==> config.mk <==
export PLATFORM = sky130hd
export DESIGN_NAME = dot_stream_acc
export DESIGN_NICKNAME = d
export VERILOG_FILES = /design/src/rtl/dot_stream_acc.sv
export SDC_FILE = /design/constraint.sdc
export NUM_CORES = 1
export LEC_CHECK = 0
export ABC_AREA = 1
export CAP_MARGIN = 10
export CORE_ASPECT_RATIO = 1.2
export CORE_MARGIN = 3
export CORE_UTILIZATION = 55
export DETAILED_ROUTE_END_ITERATION = 16
export PLACE_DENSITY = 0.79
export SLEW_MARGIN = 15
export SYNTH_ARGS = -nofsm -noshare
export SYNTH_HDL_FRONTEND = slang
export SYNTH_SLANG_ARGS = --single-unit
==> constraint.sdc <==
create_clock -name clk -period 2.7 [get_ports clk]
set_clock_uncertainty 0.2 [all_clocks]
set_input_delay 0.27 -clock clk [delete_from_list [all_inputs] [get_ports clk]]
set_output_delay 0.27 -clock clk [all_outputs]
set_load 0.01 [all_outputs]
==> src/rtl/dot_stream_acc.sv <==
// Purpose: streaming unsigned dot product of N_ELEM element pairs (EW-bit elements, RW-bit result).
// Latency: out_valid rises the cycle after the final pair of a vector is accepted.
// Backpressure: in_ready drops while a result is held; the result is held until out_valid && out_ready.
// Option: define DOTSTREAM_ERR_EN to honour in_last and flag vector-length mismatches on a sticky out_err.
module dot_stream_acc #(
  parameter int N_ELEM = 10,
  parameter int EW     = 4,
  parameter int RW     = 12
) (
  input  logic          clk,
  input  logic          rst_n,
  input  logic          in_valid,
  output logic          in_ready,
  input  logic [EW-1:0] in_a,
  input  logic [EW-1:0] in_b,
  input  logic          in_last,
  output logic          out_valid,
  input  logic          out_ready,
  output logic [RW-1:0] out_result,
  output logic          out_err
);

  // Counter must be at least one bit wide so N_ELEM=1 still elaborates.
  localparam int CW = (N_ELEM > 1) ? $clog2(N_ELEM) : 1;

  typedef enum logic {ACC = 1'b0, HOLD = 1'b1} state_t;

  state_t          state;
  logic [CW-1:0]   elemCnt;
  logic [RW-1:0]   accSum;
  logic [2*EW-1:0] prod;
  logic [RW-1:0]   sumNext;
  logic            accept;
  logic            lastElem;
  logic            closeVec;

  assign prod     = {{EW{1'b0}}, in_a} * {{EW{1'b0}}, in_b};
  assign sumNext  = accSum + {{(RW-2*EW){1'b0}}, prod};
  assign accept   = in_valid && in_ready;
  assign lastElem = (elemCnt == CW'(N_ELEM - 1));

`ifdef DOTSTREAM_ERR_EN
  logic errReg;
  logic errHit;

  // in_last closes the vector early; a length disagreement in either direction is an error.
  assign closeVec = lastElem || in_last;
  assign errHit   = (in_last && !lastElem) || (lastElem && !in_last);
  assign out_err  = errReg;

  // Sticky framing error, cleared only by reset.
  always_ff @(posedge clk or negedge rst_n) begin
    if (!rst_n) begin
      errReg <= 1'b0;
    end else if (accept && errHit) begin
      errReg <= 1'b1;
    end
  end
`else
  logic unusedLast;

  // Vector length is fixed; in_last carries no meaning in this build.
  assign unusedLast = in_last;
  assign closeVec   = lastElem;
  assign out_err    = 1'b0;
`endif

  // Two-state accumulate/hold FSM with registered handshake outputs.
  always_ff @(posedge clk or negedge rst_n) begin
    if (!rst_n) begin
      state      <= ACC;
      elemCnt    <= '0;
      accSum     <= '0;
      out_result <= '0;
      out_valid  <= 1'b0;
      in_ready   <= 1'b1;
    end else if (state == ACC) begin
      if (accept) begin
        if (closeVec) begin
          out_result <= sumNext;
          accSum     <= '0;
          elemCnt    <= '0;
          state      <= HOLD;
          in_ready   <= 1'b0;
          out_valid  <= 1'b1;
        end else begin
          accSum  <= sumNext;
          elemCnt <= elemCnt + CW'(1);
        end
      end
    end else begin
      // Input stays closed for the handshake cycle, giving N_ELEM+1 cycles per vector.
      if (out_ready) begin
        state     <= ACC;
        in_ready  <= 1'b1;
        out_valid <= 1'b0;
      end
    end
  end

endmodule

==> impl_summary.md <==
Status
The run finished, with violations left. The final reports fail on setup timing.

STA
The tightest hold path in the finished design has a slack of 160 ps. The final critical path time including I/O delays and setup is 2940 ps. The total of endpoints with negative setup slack in the final report is 16. The number of failing hold endpoints at the final stage is 0. Static timing analysis puts the maximum clock frequency at 340 MHz. The worst setup slack after layout is -239 ps.

The final critical-path share of the clock period is 1.09. Setup repair after global routing could not meet its margin everywhere. The number of pins exceeding their max-slew limit in the final report is 0.

Worst hold path
The worst hold path belongs to the class input port to asynchronous set/reset pin.

Critical path
The peak per-stage delay on the critical path is 540 ps. The peak fanout along the critical path is 4. The launch point of the worst reg-to-reg path is accSum[6]. The worst setup path is captured at a flip-flop. The number of buffer and inverter stages on the critical path is 5. The standard cell with the maximum stage delay on the critical path is sky130_fd_sc_hd__fa_1. Across all register-to-register paths, the minimum setup slack is 290 ps. STA puts the critical path data arrival time at 2900 ps. The worst setup path is launched from an input port. Walking the worst path, the cells encountered are buf_8 -> buf_6 -> nand2_4 -> fa_1 -> inv_2 -> ha_4 -> inv_2 -> fa_1 -> inv_2 -> ha_4 -> nand2_2 -> nand2_2 -> o21bai_4 -> nand2_2 -> nand3b_1 -> nand3_1 -> nand2_1. The family of cells with the greatest summed delay on the critical path is adder cells. The kind of critical path is input port to flip-flop. In this run the critical register-to-register path is captured at accSum[9]. At the worst endpoint, the required time is 2670 ps.

The count of cells along the worst register-to-register path is 12.

Synth
Counting every net in the synthesized netlist gives 315. The total standard cell area after synthesis is 2180 µm². The synthesized instance count is 275. Counting distinct cell types in the post-synthesis netlist gives 31. The synthesized flop and latch total is 31. For this run, the number of Yosys warnings is 0. The average footprint of a synthesized cell is 7.93 µm².

The part of the Yosys area used for sequential elements is 0.356.

Cells and area
Measured on the finished design, the core utilization comes to 0.793. After the last flow step, the layout net total stands at 362. Fill cells in the final layout number 271. In the final layout, flip-flops and latches occupy 777 µm². The antenna diode instance count is 0. The number of standard cells in the final layout excluding fillers is 375.

The area growth from synthesis to final layout is 35.5%. The fraction of final layout cells sized beyond drive strength 1 is 0.285. The area occupied by multi-input gates is 1400 µm².

Global routing
The pin count of the biggest net entering global routing is 32. The via count of the first global-routing pass is 2047. The number of antenna violations at the first check in global routing is 0. The total track usage is 0.237. The global route total overflow is 0.

The wire length of the first global-routing pass is 8.71 mm.

Route
The total via count after detailed routing is 1926. In the routed layout, each cell is associated on average with a via count of 5.14. The detailed router finished its first iteration with 62 violations. The average detailed-routed wire length per instance is 13.6 µm.

The final layout contains routed wiring with a total length of 5.12 mm. After detailed routing, the number of remaining DRC violations is 0. The count of TritonRoute iterations in the first routing pass is 4. The number of nets with antenna violations after detailed routing is 0.

Placed design
In this run, placement finished with an instance count of 363. At the end of routability-driven placement, the weighted congestion stood at 0.868. The number of I/O port buffers is 25. The final HPWL from detailed placement is 3.57 mm.

Floorplanning
The core region is 3720 µm². Measured along the y axis, the die boundary spans 75.0 µm. The initial utilization of the core area, before any placement, comes to 0.585.

The count of boundary I/O pins is 28. The total number of placement rows is 24. The full die area is 4760 µm².

The width of the chip is 63.5 µm.

Clocking
Clock-pin slew was measured on the worst setup and hold paths at 70 ps. The longest clock path from root to sink contains 2 buffers. The H-tree generated during clock tree synthesis spans 2 levels. The CTS root buffer is sky130_fd_sc_hd__clkbuf_8. Counting the buffers created by CTS gives 5. TritonCTS built the clock tree. The clock drives 31 sinks. For the worst-skew pair, the clock arrives at the later sink with an insertion delay of 290 ps.

Pwr
Dividing total power by cell area gives a power density of 979 nW/µm². The leakage power of the design is 1.59 nW. The worst voltage drop across the vdd grid is 0.591 mV.

The post-layout total power is 2.89 mW.

Flow run
The max-cap violation count is 0.
-- worst max-delay path by stage --
stage | start | to | slack (ps) | cells past startpoint
floorplan | in_a[2] | out_result[6] | -240 | 13
global placement | in_a[2] | accSum[5] | -980 | 11
detailed placement | in_a[2] | out_result[9] | -1030 | 16
CTS | in_b[3] | out_result[10] | -230 | 15
global route | in_b[3] | accSum[9] | -320 | 17
finish | in_b[3] | accSum[9] | -240 | 17
-- through the flow --
stage / TNS, ps / worst slack [ps] / area, µm²
detailed placement: -18760 / -1030 / 2630
CTS: -3200 / -232 / 2880
global route: -4160 / -317 / 2950
finish: -2790 / -239 / 2950
floorplan: -2920 / -237 / 2240
global placement: -17880 / -981 / 2630
-- timing repair --
| action | in CTS | in global routing |
|---|---|---|
| buffers inserted | 4 | 0 |
| pin swaps | 24 | 27 |
| endpoints found under the setup margin | 20 | 18 |
| hold buffers | 0 | 0 |
| resized for setup | 62 | 27 |
-- cell usage after synthesis --
cell type	n	share of area
sky130_fd_sc_hd__nor2_4	2	0.010
sky130_fd_sc_hd__a21boi_0	1	0.0034
sky130_fd_sc_hd__dfrtp_1	30	0.34
sky130_fd_sc_hd__inv_2	4	0.0069
sky130_fd_sc_hd__o21ai_2	5	0.020
sky130_fd_sc_hd__clkbuf_1	1	0.0017
sky130_fd_sc_hd__ha_1	18	0.10
sky130_fd_sc_hd__buf_4	1	0.0034
sky130_fd_sc_hd__nand2_1	97	0.17
sky130_fd_sc_hd__nand4_1	2	0.0057
sky130_fd_sc_hd__nand3_2	1	0.0046
sky130_fd_sc_hd__nand3_4	1	0.0080
sky130_fd_sc_hd__inv_1	44	0.076
sky130_fd_sc_hd__xor2_1	3	0.012
sky130_fd_sc_hd__nor2_1	12	0.021
sky130_fd_sc_hd__nand3_1	15	0.034
sky130_fd_sc_hd__nand2_2	1	0.0029
sky130_fd_sc_hd__buf_6	2	0.010
sky130_fd_sc_hd__inv_4	1	0.0029
sky130_fd_sc_hd__o21ai_0	9	0.021
sky130_fd_sc_hd__o22ai_1	2	0.0057
sky130_fd_sc_hd__o21bai_2	1	0.0052
sky130_fd_sc_hd__or2_1	1	0.0029
sky130_fd_sc_hd__o21ai_1	1	0.0023
sky130_fd_sc_hd__o21bai_1	1	0.0034
sky130_fd_sc_hd__a21oi_1	3	0.0069
sky130_fd_sc_hd__xnor2_1	2	0.0080
sky130_fd_sc_hd__conb_1	1	0.0017
sky130_fd_sc_hd__dfstp_2	1	0.012
sky130_fd_sc_hd__fa_1	9	0.083
sky130_fd_sc_hd__nand3b_1	3	0.010
-- sequential cells by signal (all words and copies together) (netlist names) --
register	flops
out_valid	1
elemCnt	4
in_ready	1
accSum	12
out_result	12
state	1
-- kinds of logic after synthesis --
| family | Yosys count | synth area share |
|---|---|---|
| AOI/OAI and AO/OA | 23 | 0.0677 |
| xor gates and xnor gates | 5 | 0.0201 |
| buffers and inverters | 53 | 0.101 |
| and+or+nand+nor | 135 | 0.267 |
| other | 1 | 0.00172 |
| DFF | 31 | 0.356 |
| adders and majority gates | 27 | 0.186 |
-- layout by cell type, fill, tap and decap left out, types with 2 or more instances in the layout --
cell,Yosys,layout
sky130_fd_sc_hd__nand4_1,2,2
sky130_fd_sc_hd__nor2_4,2,2
sky130_fd_sc_hd__nand3_2,1,5
sky130_fd_sc_hd__a21oi_2,0,2
sky130_fd_sc_hd__xor2_1,3,2
sky130_fd_sc_hd__nand2_4,0,4
sky130_fd_sc_hd__ha_4,0,4
sky130_fd_sc_hd__o21ai_2,5,5
sky130_fd_sc_hd__clkdlybuf4s50_1,0,17
sky130_fd_sc_hd__clkbuf_8,0,7
sky130_fd_sc_hd__inv_1,44,38
sky130_fd_sc_hd__o21ai_1,1,2
sky130_fd_sc_hd__nand3b_1,3,3
sky130_fd_sc_hd__dfrtp_1,30,30
sky130_fd_sc_hd__ha_1,18,14
sky130_fd_sc_hd__buf_4,1,17
sky130_fd_sc_hd__buf_6,2,5
sky130_fd_sc_hd__buf_8,0,2
sky130_fd_sc_hd__nand3_1,15,10
sky130_fd_sc_hd__nand2_2,1,16
sky130_fd_sc_hd__nand3_4,1,2
sky130_fd_sc_hd__nand2_1,97,77
sky130_fd_sc_hd__inv_2,4,10
sky130_fd_sc_hd__o22ai_1,2,2
sky130_fd_sc_hd__fa_1,9,8
sky130_fd_sc_hd__o21ai_0,9,8
sky130_fd_sc_hd__nor2_1,12,11
-- worst register-to-register path, delay by kind of cell, from the launching register on --
kind / cells / cell delay, ps
buffers and inverters: 3 / 260
adders and majority gates: 2 / 900
and+or+nand+nor: 7 / 570
DFF: 1 / 350
-- metal layers --
| layer | wire length (µm) | global-route usage |
|---|---|---|
| met1 | 2020 | 0.274 |
| met3 | 195 | 0.0373 |
| met2 | 2760 | 0.435 |
| met4 | 141 | 0.113 |
| met5 | 0 | 0 |
-- area by class of cell --
type / instances / area share
Multi-Input combinational cell: 191 / 0.475
Clock buffer: 8 / 0.0339
Timing Repair Buffer: 44 / 0.143
Inverter: 49 / 0.0631
Sequential cell: 31 / 0.263
Tap cell: 52 / 0.0220
-- power by group --
| part | internal (mW) | switching [mW] |
|---|---|---|
| logic | 0.805 | 0.934 |
| registers | 0.643 | 0.107 |
| clock network | 0.232 | 0.168 |
| total | 1.68 | 1.21 |
(Power assumes the default switching activity.)
